### config.mk
export PLATFORM = sky130hd
export DESIGN_NAME = mem_port_arbiter
export DESIGN_NICKNAME = d
export VERILOG_FILES = /design/src/rtl/mem_port_arbiter.sv
export SDC_FILE = /design/constraint.sdc
export NUM_CORES = 1
export LEC_CHECK = 0
export BUFFER_PORTS_ARGS = -buffer_cell sky130_fd_sc_hd__buf_2
export CAP_MARGIN = 20
export CORE_AREA = 2 2 106 108
export CTS_CLUSTER_DIAMETER = 50
export DETAILED_ROUTE_END_ITERATION = 10
export DIE_AREA = 0 0 108 110
export PLACE_DENSITY = 0.69
export SLEW_MARGIN = 40
export SYNTH_ARGS = -nofsm -noshare
export SYNTH_HDL_FRONTEND = slang
export SYNTH_SLANG_ARGS = --single-unit
### constraint.sdc
create_clock -name clk -period 1.9 [get_ports clk]
set_input_delay 0.19 -clock clk [delete_from_list [all_inputs] [get_ports clk]]
set_output_delay 0.19 -clock clk [all_outputs]
set_load 0.02 [all_outputs]
### src/rtl/mem_port_arbiter.sv
// Arbitrates the single-port data RAM between instruction fetch and MEM-stage
// load/store, sequencing each access through issue, read-latency wait and ack.
module mem_port_arbiter #(
  parameter int RD_LAT = 1
) (
  input  logic        clk,
  input  logic        rst,
  input  logic        inst_req,
  input  logic [31:0] inst_addr,
  output logic [31:0] inst_rdata,
  output logic        inst_ack,
  input  logic        data_req,
  input  logic [3:0]  data_we,
  input  logic [31:0] data_addr,
  input  logic [31:0] data_wdata,
  output logic [31:0] data_rdata,
  output logic        data_ack,
  output logic        stall_if,
  output logic        stall_mem,
  output logic        mem_en,
  output logic [3:0]  mem_we,
  output logic [31:0] mem_addr,
  output logic [31:0] mem_wdata,
  input  logic [31:0] mem_rdata
);

  typedef enum logic [1:0] {IDLE, WAIT, DONE} state_t;
  typedef enum logic {PORT_INST, PORT_DATA} port_t;

  localparam logic [1:0] CNT_INIT = 2'(RD_LAT - 1);

  state_t      state_q, state_d;
  logic [1:0]  cnt_q, cnt_d;
  port_t       last_grant_q, last_grant_d;
  port_t       grant_q, grant_d;
  logic [31:0] inst_rdata_q, data_rdata_q;
  logic        pick_data;
  logic        issue;
  logic        capture;

  // Data wins unless the fetch port is alone or data was served last.
  assign pick_data = data_req & (~inst_req | (last_grant_q == PORT_INST));
  // Reset in the issue cycle suppresses the RAM enable entirely.
  assign issue     = (state_q == IDLE) & (inst_req | data_req) & ~rst;

  // NOTE: every signal written here gets a default first, so no path leaves
  // a value unassigned and no latch is inferred.
  always_comb begin
    state_d      = state_q;
    cnt_d        = cnt_q;
    last_grant_d = last_grant_q;
    grant_d      = grant_q;
    capture      = 1'b0;
    mem_en       = 1'b0;
    mem_we       = 4'b0000;
    mem_addr     = 32'h0;
    mem_wdata    = 32'h0;
    case (state_q)
      IDLE: begin
        if (issue) begin
          mem_en       = 1'b1;
          grant_d      = pick_data ? PORT_DATA : PORT_INST;
          last_grant_d = grant_d;
          if (pick_data) begin
            mem_we    = data_we;
            mem_addr  = {data_addr[31:2], 2'b00};
            mem_wdata = data_wdata;
          end else begin
            mem_addr  = {inst_addr[31:2], 2'b00};
          end
          if (pick_data && (data_we != 4'b0000)) begin
            state_d = DONE;
          end else begin
            state_d = WAIT;
            cnt_d   = CNT_INIT;
          end
        end
      end
      WAIT: begin
        if (cnt_q == 2'd0) begin
          capture = 1'b1;
          state_d = DONE;
        end else begin
          cnt_d = cnt_q - 2'd1;
        end
      end
      DONE:    state_d = IDLE;
      default: state_d = IDLE;
    endcase
  end

  // NOTE: sequential state uses non-blocking assignments so every register
  // samples pre-edge values regardless of statement order.
  always_ff @(posedge clk) begin
    if (rst) begin
      state_q      <= IDLE;
      cnt_q        <= 2'd0;
      last_grant_q <= PORT_INST;
      grant_q      <= PORT_INST;
      inst_rdata_q <= 32'h0;
      data_rdata_q <= 32'h0;
    end else begin
      state_q      <= state_d;
      cnt_q        <= cnt_d;
      last_grant_q <= last_grant_d;
      grant_q      <= grant_d;
      if (capture && grant_q == PORT_DATA) data_rdata_q <= mem_rdata;
      if (capture && grant_q == PORT_INST) inst_rdata_q <= mem_rdata;
    end
  end

  assign inst_ack   = (state_q == DONE) & (grant_q == PORT_INST) & ~rst;
  assign data_ack   = (state_q == DONE) & (grant_q == PORT_DATA) & ~rst;
  assign stall_if   = inst_req & ~inst_ack;
  assign stall_mem  = data_req & ~data_ack;
  assign inst_rdata = inst_rdata_q;
  assign data_rdata = data_rdata_q;

  // Byte selection is by write enables only; the low address bits are dropped.
  logic unused_addr_bits;
  assign unused_addr_bits = ^{inst_addr[1:0], data_addr[1:0]};

endmodule
== Word-level counts from Yosys, hierarchy flattened ==
Index checks and enable logic that the tools add are counted.

* Memories: 0
* ROM bits: 0
* Latch bits: 0
* Register bits after elaboration: 69
* Memory bits (writable): 0
* Logic and storage cells: 60

* Multipliers: 0
* Reduce and logical (&&, ||, !) cells: 10
* Bitwise logic cells: 16
* Eq/ne operators: 6
* Shift operators: 0
* Add/sub/neg operators: 1
* Div/mod/pow operators: 0
* Mux-type cells: 22
* Order comparisons: 0

{| class="wikitable"
|+ Operators by type and width
! operator !! number
|-
| $mux W32 || 6
|-
| $mux W2 || 6
|-
| $mux W4 || 3
|-
| $and A1 B1 Y1 || 9
|-
| $ne A2 B2 Y1 const B || 4
|-
| $pmux W2 S2 || 2
|-
| $mux W1 || 5
|-
| $not A1 Y1 || 5
|-
| $logic_not A2 Y1 || 2
|-
| $reduce_and A2 Y1 || 2
|-
| $reduce_and A4 Y1 || 1
|-
| $reduce_bool A4 Y1 || 1
|-
| $logic_and A1 B1 Y1 || 3
|-
| $eq A2 B1 Y1 const B || 1
|-
| $eq A2 B2 Y1 const B || 1
|-
| $or A1 B1 Y1 || 2
|-
| $reduce_bool A2 Y1 || 1
|-
| $sub A2 B1 Y2 const B || 1
|}

== Logic depth before layout (Yosys ltp) ==
* Depth in word-level cells: 7
* Gate-level depth with buffers: 7

== Worst setup path before layout ==
No wires, ideal clock.

* Kind: reg2out
* Start point: register state_q[0]
* End point: output port stall_if
* Setup slack: 0.111 ns
* Data required time: 1.710 ns
* Arrival: 1.599 ns
* Buffers on the path: 1
* Cell stages (with the launch flop): 4
* Cell sequence: dfxtp_1 -> buf_2 -> nor4b_1 -> nor2b_1

* Cells in the longest elaborated chain, start to end: 5

{| class="wikitable"
|+ Ends and longest elaborated chain
! item !! RTL line !! text
|-
| start, declared || 32 || <nowiki>state_t state_q, state_d;</nowiki>
|-
| start signal, assigned || 103 || <nowiki>state_q <= state_d;</nowiki>
|-
| $eq A2 B2 Y1 || 112 || <nowiki>assign inst_ack = (state_q == DONE) & (grant_q == PORT_INST) & ~rst;</nowiki>
|-
| $and A1 B1 Y1 (2 in series) || 112 ||
|-
| via inst_ack || 11 || <nowiki>output logic inst_ack,</nowiki>
|-
| $not A1 Y1 || 114 || <nowiki>assign stall_if = inst_req & ~inst_ack;</nowiki>
|-
| $and A1 B1 Y1 || 114 ||
|-
| end, declared || 18 || <nowiki>output logic stall_if,</nowiki>
|}

The timed path passes the listed nets, and every way through them passes these cells.

==> impl_metrics.tcl <==
set metrics [dict create \
    syn_area_um2 3250 \
    ir_worst_vdd_uv 484 \
    synth_warnings 0 \
    rsz0062_at_grt "yes" \
    grt_pass1_vias 3538 \
    place_hpwl_um 8300 \
    start_util 0.304 \
    whs_ns 0.0981 \
    grt_usage 0.174 \
    port_buffers 266 \
    period_share 0.974 \
    core_region_area_um2 10700 \
    area_growth_syn_to_layout_pct 55.0 \
    ys_top_cells_by_count "189 x nand2_1, 96 x a21oi_1, 69 x dfxtp_1, 36 x and2_1, 24 x clkbuf_1" \
    setup_viol 0 \
    fp.dieH_um 110 \
    finalMaxSlewViolations 0 \
    synth_area_leaders "dfxtp_1 43%, nand2_1 22%, a21oi_1 15%" \
    finalHoldViolCount 0 \
    max_freq_mhz 540 \
    path_clk_slew_ns 0.08 \
    crit_type "flop to output pin" \
    nNetsFinal 856 \
    gp_congestion 0.871 \
    crit_fanout 24 \
    cp-end-kind "output pin" \
    setup_ws_ns 0.0488 \
    synth_top_area_share 0.425 \
    netlist-cell-type-count 33 \
    stdcell_area_um2 5030 \
    grt_max_degree 38 \
    synth_edf_count 0 \
    ff2ff_setup_slack_ns 0.40 \
    first_pass_iters 4 \
    leakage_nw 2.54 \
    cts_root_buf "clkbuf_8" \
    maxCapViolCount 0 \
    grt.overflow.total 0 \
    required_ns 1.71 \
    cts_inserted_buffers 9 \
    synth_ff_type "dfxtp_1" \
    fin_setup_tns_ns 0 \
    antenna_found_initial 0 \
    powerDensity_nw_per_um2 708 \
    ys_seq_area_frac 0.425 \
    worstSkewPairLatency_ns 0.33 \
    rows 38 \
    ioPinCount 273 \
    placed_cells 848 \
    ys_seq_elements 69 \
    grt_first_pass_wirelength_um 16500 \
    drt-initial-drc-count 172 \
    post-place-ws_ns 0.288 \
    finalNonFillerCells 864 \
    cts.sinks 69 \
    syn_inst 463 \
    routed_wl_um 11100 \
    cts_tree "yes" \
    synth_top_cell_by_area "dfxtp_1" \
    drt-wirelength-per-cell_um 12.8 \
    avgSynthCellArea_um2 7.02 \
    dr_total_vias 3864 \
    place_area_um2 4770 \
    die_area_um2 11900 \
    holdBufCountCts 0 \
    cp.arrival_ns 1.66 \
    drtAntennaViolNets 0 \
    fillers 1150 \
    yosysMostFrequentCell "nand2_1" \
    diodes 0 \
    cts_max_level 3 \
    outcome "finished, final reports clean" \
    post_drt_via_cell_ratio 4.47 \
    min_period_ns 1.85 \
    startpoint_type "flop" \
    drive_gt1_frac 0.428 \
    hold_path_class "input port to flop" \
    fin_worst_skew_ns 0.00495 \
    synthArstFlopShare 0 \
    clockBufferDepth 2 \
    die_x_um 108 \
    drcViolationCount 0 \
]
==> report_power, final <==
group / total [mW] / internal, mW / switching [mW]
registers: 1.49 / 1.47 / 0.0191
logic: 0.705 / 0.294 / 0.411
clock network: 1.37 / 0.784 / 0.582
total: 3.56 / 2.55 / 1.01
==> stage by stage <==
stage | util | total power [mW]
after floorplan | - | 1.91
after global placement | 0.446 | 2.22
after detailed placement | 0.446 | 2.22
after CTS | 0.470 | 3.62
after global routing | 0.471 | 3.74
final | 0.471 | 3.56
==> timing repair <==
item | in CTS | in global routing
setup endpoints to repair | 62 | 3
gates resized for setup | 6 | 4
cloned | 0 | 0
setup buffers | 0 | 0
==> metal layers <==
metal,GRT usage,up-vias,wire length (um)
met5,0,-,0
met4,0.0495,0,136
met3,0.0417,11,783
met2,0.307,158,5320
met1,0.211,1693,4820
li1,-,2002,-
==> state kept, by name, summed over array words and instances (netlist names) <==
register    count
inst_rdata     32
data_rdata     32
cnt_q           2
state_q         2
grant_q         1
==> path summary, 6_finish.rpt <==
path	from	to	depth (start not counted)
hold / removal	mem_rdata[12]	data_rdata[12]	3
hold reg to reg	data_rdata[27]	data_rdata[27]	2
setup / recovery	grant_q	mem_addr[15]	5
setup reg to reg	cnt_q[0]	inst_rdata[3]	6
==> cells in the final DEF, fill, tap and decap left out, types with 2 or more instances in the layout <==
cell / netlist / routed
nor2_1: 2 / 2
o22ai_1: 2 / 2
conb_1: 1 / 2
nand2_1: 189 / 189
bufinv_16: 0 / 2
buf_12: 0 / 5
clkbuf_8: 0 / 10
buf_4: 2 / 15
buf_2: 10 / 263
nand3b_1: 3 / 3
dfxtp_2: 0 / 2
dfxtp_1: 69 / 67
inv_1: 3 / 3
and2_1: 36 / 35
nor2b_1: 2 / 2
a21oi_1: 96 / 96
clkinv_4: 0 / 2
==> cell families (layout without fill, tap and decap cells) <==
family / count (synthesis) / after routing / share of synthesized area
compound gates: 106 / 106 / 0.172
fa+ha+maj: 1 / 1 / 0.00385
buf+inv: 43 / 303 / 0.0651
flops: 69 / 69 / 0.425
other cells: 1 / 2 / 0.00115
simple gates: 243 / 243 / 0.333
==> critical path, stage by stage (launching register included) <==
cell and delay [ns]:
dfxtp_2 0.36, a21boi_4 0.32, buf_12 0.21, nand2_1 0.07, a21oi_1 0.19, buf_4 0.18
==> area by class of cell <==
class | count | area [um^2] | share of cell area
multi-input combinational | 352 | 1700 | 0.337
timing repair buffer | 284 | 1540 | 0.305
sequential | 69 | 1380 | 0.275
tap | 140 | 175 | 0.0348
clock buffer | 10 | 138 | 0.0273
clock inverter | 6 | 93.8 | 0.0186
inverter | 3 | 11.3 | 0.00224
No activity file was read; power rests on OpenSTA's default activity.
